===== src/rtl/cmd_dispatch_pkg.sv =====
// Shared command-dispatch definitions: default timing parameters and FSM state encoding.
package cmd_dispatch_pkg;

  localparam int unsigned DEFAULT_RSP_LAT    = 1;
  localparam int unsigned DEFAULT_RX_TIMEOUT = 50000;

  typedef enum logic [1:0] {
    ST_RX    = 2'd0,
    ST_ISSUE = 2'd1,
    ST_WAIT  = 2'd2,
    ST_TX    = 2'd3
  } state_e;

endpackage


===== src/rtl/cmd_dispatch.sv =====
// Byte-serial command dispatcher: assembles a 32-bit command, strobes run, waits a fixed
// latency for the response word and streams it back out as four bytes, MSB first.
module cmd_dispatch
  import cmd_dispatch_pkg::*;
#(
  parameter int unsigned RSP_LAT    = DEFAULT_RSP_LAT,
  parameter int unsigned RX_TIMEOUT = DEFAULT_RX_TIMEOUT
) (
  input  logic        clk,
  input  logic        rst_n,
  input  logic [7:0]  rx_data,
  input  logic        rx_valid,
  output logic        rx_ready,
  output logic        run,
  output logic [31:0] cmd,
  input  logic [31:0] rsp,
  output logic [7:0]  tx_data,
  output logic        tx_valid,
  input  logic        tx_ready,
  output logic        frame_err
);

  localparam int unsigned IDLE_W = $clog2(RX_TIMEOUT + 1);

  state_e            state_q, state_d;
  logic [1:0]        byte_cnt_q, byte_cnt_d;
  logic [23:0]       shift_q, shift_d;
  logic [31:0]       cmd_q, cmd_d;
  logic [31:0]       rsp_q, rsp_d;
  logic [3:0]        lat_cnt_q, lat_cnt_d;
  logic [IDLE_W-1:0] idle_cnt_q, idle_cnt_d, idle_inc;
  logic              frame_err_q, frame_err_d;
  logic              rx_fire, tx_fire;

  assign rx_ready  = (state_q == ST_RX);
  assign tx_valid  = (state_q == ST_TX);
  assign run       = (state_q == ST_ISSUE);
  assign rx_fire   = rx_valid & rx_ready;
  assign tx_fire   = tx_valid & tx_ready;
  assign cmd       = cmd_q;
  assign frame_err = frame_err_q;
  assign idle_inc  = idle_cnt_q + IDLE_W'(1);

  // The byte counter is reused in TX to pick the outgoing byte of the captured word.
  always_comb begin
    tx_data = 8'h00;
    case (byte_cnt_q)
      2'd0: tx_data = rsp_q[31:24];
      2'd1: tx_data = rsp_q[23:16];
      2'd2: tx_data = rsp_q[15:8];
      2'd3: tx_data = rsp_q[7:0];
      default: tx_data = 8'h00;
    endcase
  end

  always_comb begin
    state_d     = state_q;
    byte_cnt_d  = byte_cnt_q;
    shift_d     = shift_q;
    cmd_d       = cmd_q;
    rsp_d       = rsp_q;
    lat_cnt_d   = lat_cnt_q;
    idle_cnt_d  = idle_cnt_q;
    frame_err_d = 1'b0;

    case (state_q)
      ST_RX: begin
        if (rx_fire) begin
          idle_cnt_d = '0;
          if (byte_cnt_q == 2'd3) begin
            // Publish the word only once complete so exe blocks never see a partial command.
            cmd_d      = {shift_q, rx_data};
            byte_cnt_d = 2'd0;
            state_d    = ST_ISSUE;
          end else begin
            shift_d    = {shift_q[15:0], rx_data};
            byte_cnt_d = byte_cnt_q + 2'd1;
          end
        end else if (byte_cnt_q != 2'd0) begin
          if (idle_inc == IDLE_W'(RX_TIMEOUT)) begin
            byte_cnt_d  = 2'd0;
            idle_cnt_d  = '0;
            frame_err_d = 1'b1;
          end else begin
            idle_cnt_d = idle_inc;
          end
        end
      end

      ST_ISSUE: begin
        lat_cnt_d = 4'd0;
        state_d   = ST_WAIT;
      end

      ST_WAIT: begin
        // lat_cnt_q holds k-1 during cycle T+k, so capture lands on cycle T+RSP_LAT.
        if (lat_cnt_q == 4'(RSP_LAT - 1)) begin
          rsp_d   = rsp;
          state_d = ST_TX;
        end else begin
          lat_cnt_d = lat_cnt_q + 4'd1;
        end
      end

      ST_TX: begin
        if (tx_fire) begin
          if (byte_cnt_q == 2'd3) begin
            byte_cnt_d = 2'd0;
            state_d    = ST_RX;
          end else begin
            byte_cnt_d = byte_cnt_q + 2'd1;
          end
        end
      end

      default: state_d = ST_RX;
    endcase
  end

  always_ff @(posedge clk or negedge rst_n) begin
    if (!rst_n) begin
      state_q     <= ST_RX;
      byte_cnt_q  <= 2'd0;
      shift_q     <= 24'd0;
      cmd_q       <= 32'd0;
      rsp_q       <= 32'd0;
      lat_cnt_q   <= 4'd0;
      idle_cnt_q  <= '0;
      frame_err_q <= 1'b0;
    end else begin
      state_q     <= state_d;
      byte_cnt_q  <= byte_cnt_d;
      shift_q     <= shift_d;
      cmd_q       <= cmd_d;
      rsp_q       <= rsp_d;
      lat_cnt_q   <= lat_cnt_d;
      idle_cnt_q  <= idle_cnt_d;
      frame_err_q <= frame_err_d;
    end
  end

endmodule


===== config.mk =====
export PLATFORM = sky130hd
export DESIGN_NAME = cmd_dispatch
export DESIGN_NICKNAME = d
export VERILOG_FILES = /design/src/rtl/cmd_dispatch_pkg.sv /design/src/rtl/cmd_dispatch.sv
export SDC_FILE = /design/constraint.sdc
export NUM_CORES = 1
export LEC_CHECK = 0
export CORE_ASPECT_RATIO = 0.9
export CORE_MARGIN = 10
export CORE_UTILIZATION = 44
export CTS_CLUSTER_DIAMETER = 60
export CTS_CLUSTER_SIZE = 30
export DETAILED_ROUTE_END_ITERATION = 8
export PLACE_DENSITY = 0.71
export SETUP_SLACK_MARGIN = 0.2
export SLEW_MARGIN = 20
export SYNTH_ARGS = -nofsm -noshare
export SYNTH_HDL_FRONTEND = slang
export SYNTH_SLANG_ARGS = --single-unit
export TNS_END_PERCENT = 5

===== constraint.sdc =====
create_clock -name clk -period 3.5 [get_ports clk]
set_clock_uncertainty 0.1 [all_clocks]
set_input_delay 0.35 -clock clk [delete_from_list [all_inputs] [get_ports clk]]
set_output_delay 0.35 -clock clk [all_outputs]
set_load 0.05 [all_outputs]

==> flow_summary.json, run 1 <==
{
  "cts_buffers": 17,
  "power_frac_comb": 0.405,
  "slew_viol_final": 0,
  "holdBufCountCts": 0,
  "finalWeightedCongestion": 0.846,
  "grt_pass1_vias": 3689,
  "hold_viol": 0,
  "post-place-ws_ns": 0.386,
  "setup_violations": 0,
  "worstSkewPairLatency_ns": 0.41,
  "synthMuxAreaShare": 0.199,
  "cts_tree": "yes",
  "clkTransAtPathRegs_ns": 0.05,
  "r2r_slack_ns": 0.50,
  "async_flop_share": 1.00,
  "rows": 37,
  "critPathSlowestCell": "clkdlybuf4s50_1",
  "synth_compound_area_frac": 0.0821,
  "worst_slack_ns": 0.374,
  "nets": 561,
  "cp_cell_sequence": "ha_1 > a222oi_1 > mux2i_1 > clkdlybuf4s50_1",
  "rr_worst_depth": 8,
  "status": "completed",
  "yosys.area.top_type": "dfrtp_1",
  "power_density_nw_per_um2": 991,
  "io_buffers": 87,
  "setup_tns_ns": 0,
  "r2r_start": "idle_cnt_q[0]",
  "hold_depth": 3,
  "synth_cells": 411,
  "holdPathEnd": "rsp_q[25]",
  "endpoint_kind": "output port",
  "grtUsageMet1": 0.188,
  "ys_top_cells_by_count": "dfrtp_1, mux2_2, nand2_1, inv_1",
  "first_pass_iters": 5,
  "yosysTopAreaCellShare": 0.557,
  "synth-edff-count": 0,
  "yosysWarnings": 0,
  "p_sw_mw": 2.49,
  "grt_overflow": 0,
  "total_leakage_power_nw": 2.93,
  "core_sq_um": 11300,
  "yosys.area_share.simple": 0.0954,
  "p_sw_frac": 0.372,
  "start_util": 0.447,
  "grt_max_degree": 82,
  "synth.cell_area_sq_um": 5070,
  "synthFlopType": "dfrtp_1",
  "grt_usage": 0.148,
  "yosysMostFrequentCell": "dfrtp_1",
  "use_met3": 0.0502,
  "placed_area_sq_um": 6110,
  "routedWlPerCell_um": 17.1,
  "synthAdderAreaFrac": 0.0296,
  "cp-start-kind": "register",
  "worst_pin_slew_ns": 0.726,
  "synth_top_family_by_area": "multiplexers",
  "p_clk_frac": 0.273,
  "critical_path_class": "reg -> out",
  "worstHoldPathType": "in -> reg",
  "crit_arrival_ns": 2.68,
  "cp_max_fo": 13,
  "drtIter0Drc": 288,
  "place_hpwl_um": 7850,
  "vias_per_cell": 5.31,
  "intPower_mw": 4.20,
  "cts_setup_buffers": 0,
  "antenna_found_initial": 0,
  "min_from": "rsp[25]",
  "synth_area_leaders": "dfrtp_1, mux2_2, ha_1, nand2_1, mux2i_1",
  "area_growth_pct": 33.3,
  "dr_total_vias": 3576,
  "syn_avg_cell_area_sq_um": 12.3,
  "period_minus_slack_ns": 3.13,
  "drt_drc_violations_left": 0,
  "critPathTopFamily": "buffers and inverters",
  "met2_usage": 0.224,
  "critical-path-max-stage-delay_ns": 0.85,
  "cp.buffers_inverters": 1,
  "crit_required_ns": 3.05,
  "htreeDepth": 4,
  "cts.repair.resized": 0,
  "syn_nets": 467,
  "layout-drive-gt1-share": 0.241,
  "grt_pass1_wl_um": 19300,
  "grt-busiest-layer": "met2",
  "clockRootBuffer": "clkbuf_16",
  "finalCritPeriodShare": 0.893,
  "ios": 88,
  "maxSlewHeadroom": 0.516,
  "ys_types": 46,
  "wl_um": 11500,
  "rsz0062_at_grt": "no",
  "ant_nets": 0,
  "fmax_mhz": 320,
  "synth-xor-area-share": 0.00518,
  "synth_seq_area_share": 0.557,
  "cap_violations": 0,
  "reg2reg_to": "idle_cnt_q[4]",
  "fp.dieW_um": 133,
  "p_seq_frac": 0.322,
  "cts_max_path_buffers": 2,
  "cts.sinks": 113,
  "die_h_um": 122,
  "stdcell_area_sq_um": 6760,
  "ir_drop_v": 0.000758,
  "die_area_sq_um": 16200,
  "ys_seq_elements": 113,
  "n_antenna_cell": 0
}
[worst max path at each step]
stage | startpoint | depth (start not counted) | slack (ns) | to
after CTS | byte_cnt_q[0] | 4 | 0.35 | tx_data[1]
after floorplan | idle_cnt_q[0] | 8 | 0.88 | byte_cnt_q[0]
after detailed placement | idle_cnt_q[0] | 8 | 0.39 | idle_cnt_q[5]
after global routing | byte_cnt_q[0] | 4 | 0.25 | tx_data[1]
final | byte_cnt_q[0] | 4 | 0.37 | tx_data[1]
after global placement | idle_cnt_q[0] | 8 | 0.58 | idle_cnt_q[4]
[cells by family after synthesis]
kind of cell / after synthesis
flops: 113
buf+inv: 41
mux: 91
simple gates: 91
compound gates: 60
fa+ha+maj: 12
xor+xnor: 3
[cell type report]
class                      instances  area [sq um]
inverter                          22          82.6
multi-input combinational        257          2100
timing repair buffer              94           927
sequential                       113          2830
clock inverter                     9           154
clock buffer                      23           478
fill                             896          4580
tap                              156           195
[flip-flops by register name, summed over array words and instances, names as in the netlist]
name        count
byte_cnt_q      2
cmd            32
rsp_q          32
idle_cnt_q     16
shift_q        24
frame_err       1
state_q         2
lat_cnt_q       4
[worst reg2reg max path, stage by stage (launching register included)]
cell and delay (ns):
dfrtp_1 0.42, ha_1 0.25, nand2_1 0.18, or4_4 0.59, xor2_1 0.18, nor4_2 0.42, a31oi_2 0.34, a21o_1 0.25
a22o_1 0.17
[cell usage in the layout (no fill, tap or decap), types with 4 or more instances in the layout]
master	count
dfrtp_1	113
clkdlybuf4s50_1	86
mux2_2	80
nand2_1	31
inv_1	22
clkbuf_16	17
nand3_1	16
o21ai_0	16
ha_1	12
mux2i_1	11
nor2_1	11
a21oi_1	9
a222oi_1	8
buf_4	6
o22ai_1	5
nand2b_1	5
a22o_1	5
or3_1	4
nor3_1	4
bufinv_16	4
[power by group through the flow]
stage / Combinational (mW) / Clock [mW] / Sequential [mW]
floorplan: 1.42 / 0 / 2.59
global placement: 2.66 / 0 / 2.14
detailed placement: 2.72 / 0 / 2.17
CTS: 2.74 / 1.85 / 2.16
global route: 2.91 / 1.92 / 2.23
finish: 2.71 / 1.83 / 2.16
[through the flow]
step | power [mW] | hold WS [ns] | utilization | cells
floorplan | 4.01 | -0.0456 | - | 411
global placement | 4.79 | 0.377 | 0.539 | 641
detailed placement | 4.89 | 0.392 | 0.539 | 641
CTS | 6.75 | 0.0531 | 0.594 | 673
global route | 7.05 | 0.413 | 0.596 | 674
finish | 6.70 | 0.399 | 0.596 | 674
[per-layer routing]
| layer | share of wire | vias up |
|---|---|---|
| met5 | 0 | - |
| met1 | 0.44 | 1788 |
| met4 | 0.015 | 0 |
| li1 | - | 1673 |
| met3 | 0.066 | 13 |
| met2 | 0.48 | 102 |
(Power assumes the default switching activity.)
==> run 2, diff against run 1 <==
--- a/config.mk
+++ b/config.mk
@@ -5,15 +5,15 @@
 export SDC_FILE = /design/constraint.sdc
 export NUM_CORES = 1
 export LEC_CHECK = 0
+export CAP_MARGIN = 40
 export CORE_ASPECT_RATIO = 0.9
 export CORE_MARGIN = 10
 export CORE_UTILIZATION = 44
-export CTS_CLUSTER_DIAMETER = 60
+export CTS_CLUSTER_DIAMETER = 150
 export CTS_CLUSTER_SIZE = 30
 export DETAILED_ROUTE_END_ITERATION = 8
 export PLACE_DENSITY = 0.71
 export SETUP_SLACK_MARGIN = 0.2
-export SLEW_MARGIN = 20
 export SYNTH_ARGS = -nofsm -noshare
 export SYNTH_HDL_FRONTEND = slang
 export SYNTH_SLANG_ARGS = --single-unit
==> run 2 against run 1 <==
Die area unchanged. Sequential share of layout area up 0.26 points. Non-clock buffer count up 2. First-iteration DRC count down 31%. Power down 2.6%. Critical path depth unchanged. Worst hold slack worse by 0.075 ns. Sequential power about the same. Cell count up 0.15%. Critical path type unchanged. Largest power group unchanged.
==> flow_summary.json, run 2 (synthesized netlist as in run 1, its figures left out) <==
{
  "cts_max_path_buffers": 2,
  "rows": 37,
  "ir_drop_v": 0.000648,
  "ant_nets": 0,
  "layout-drive-gt1-share": 0.237,
  "clkTransAtPathRegs_ns": 0.05,
  "cts_tree": "yes",
  "fmax_mhz": 317,
  "grt_max_degree": 51,
  "dr_total_vias": 3590,
  "setup_tns_ns": 0,
  "cts_setup_buffers": 0,
  "grt_pass1_wl_um": 19500,
  "vias_per_cell": 5.32,
  "grt_usage": 0.148,
  "fillCellCount": 894,
  "htreeDepth": 4,
  "worstSkewPairLatency_ns": 0.42,
  "core_sq_um": 11300,
  "layout_commonest_cell": "dfrtp_1",
  "finalCritPeriodShare": 0.900,
  "stdcell_area_sq_um": 6720,
  "maxSlewHeadroom": 0.569,
  "power_density_nw_per_um2": 970,
  "n_antenna_cell": 0,
  "post-place-ws_ns": 0.527,
  "first_pass_iters": 5,
  "cp-start-kind": "register",
  "wl_um": 11500,
  "grt_pass1_vias": 3790,
  "worst_pin_slew_ns": 0.643,
  "start_util": 0.447,
  "setup_violations": 0,
  "cp_max_fo": 13,
  "slew_viol_final": 0,
  "fp.dieW_um": 133,
  "drt_drc_violations_left": 0,
  "worstHoldPathType": "in -> async",
  "status": "completed",
  "cap_violations": 0,
  "total_leakage_power_nw": 2.93,
  "io_buffers": 87,
  "cts_buffers": 17,
  "drtIter0Drc": 198,
  "cts.sinks": 113,
  "grt_overflow": 0,
  "rsz0062_at_grt": "no",
  "clockRootBuffer": "clkbuf_16",
  "period_minus_slack_ns": 3.15,
  "finalWeightedCongestion": 0.846,
  "placed_area_sq_um": 6140,
  "place_hpwl_um": 7970,
  "crit_arrival_ns": 2.70,
  "power_mw": 6.52,
  "ios": 88,
  "hold_viol": 0,
  "mostFrequentLayoutCells": "dfrtp_1, clkdlybuf4s50_1, mux2_2",
  "die_h_um": 122,
  "area_growth_pct": 32.5,
  "antenna_found_initial": 0,
  "crit_required_ns": 3.05,
  "nets": 563,
  "worst_slack_ns": 0.349,
  "die_area_sq_um": 16200,
  "critical_path_class": "reg -> out",
  "routedWlPerCell_um": 17.0,
  "endpoint_kind": "output port"
}
run 2: cell count changes in the layout (fill, tap and decap cells not counted):
cell,change
a31oi_2,-1
clkbuf_1,+2
buf_16,+1
a31oi_1,+1
buf_6,-1
bufinv_16,-2
clkinv_2,+2
clkinvlp_4,-2
buf_4,+2
clkinv_4,-1
run 2: power by group:
part / switching (mW) / leakage, nW / internal (mW) / total, mW
logic: 1.60 / 1.22 / 1.12 / 2.72
clock network: 0.555 / 0.281 / 1.09 / 1.65
registers: 0.314 / 1.42 / 1.84 / 2.16
total: 2.47 / 2.93 / 4.06 / 6.52
run 2: worst max-delay path, stage by stage (launching register included):
cell and delay, ns:
dfrtp_1 0.41, ha_1 0.54, a222oi_1 0.21, mux2i_1 0.26
clkdlybuf4s50_1 0.86
run 2: stage by stage:
| stage | hold slack [ns] | instances | util |
|---|---|---|---|
| after floorplan | -0.0456 | 411 | - |
| after global placement | 0.377 | 641 | 0.539 |
| after detailed placement | 0.219 | 643 | 0.542 |
| after CTS | 0.344 | 675 | 0.592 |
| after global routing | 0.370 | 675 | 0.592 |
| final | 0.324 | 675 | 0.592 |
run 2: path summary, 6_finish.rpt:
kind                                     from       endpoint  slack, ns  cells past startpoint
worst max-delay path            byte_cnt_q[0]     tx_data[6]       0.35                      4
worst min-delay path                    rst_n  idle_cnt_q[8]       0.32                      2
worst max register to register  idle_cnt_q[0]  idle_cnt_q[5]       0.46                      9
worst min register to register    shift_q[22]        cmd[30]       0.40                      1
max in group asynchronous               rst_n    shift_q[20]       2.07                      4
min in group clk                  shift_q[22]        cmd[30]       0.40                      1
run 2: layout make-up:
| cell class | count | area [sq um] | share of cell area |
|---|---|---|---|
| Sequential cell | 113 | 2830 | 0.421 |
| Multi-Input combinational cell | 257 | 2090 | 0.311 |
| Timing Repair Buffer | 96 | 958 | 0.143 |
| Clock buffer | 25 | 485 | 0.0722 |
| Tap cell | 156 | 195 | 0.0290 |
| Inverter | 22 | 82.6 | 0.0123 |
| Clock inverter | 6 | 80.1 | 0.0119 |
run 2: metal layers:
layer / part of all wire / GRT usage / vias up
met5: 0 / 0 / -
met4: 0.011 / 0.0571 / 0
met3: 0.070 / 0.0580 / 12
met2: 0.47 / 0.227 / 104
met1: 0.45 / 0.186 / 1781
li1: - / - / 1693
run 2: repair_timing:
action | CTS | global route
hold buffers | 1 | 0
hold endpoints to repair | 31 | 0
resized for setup | 0 | 0
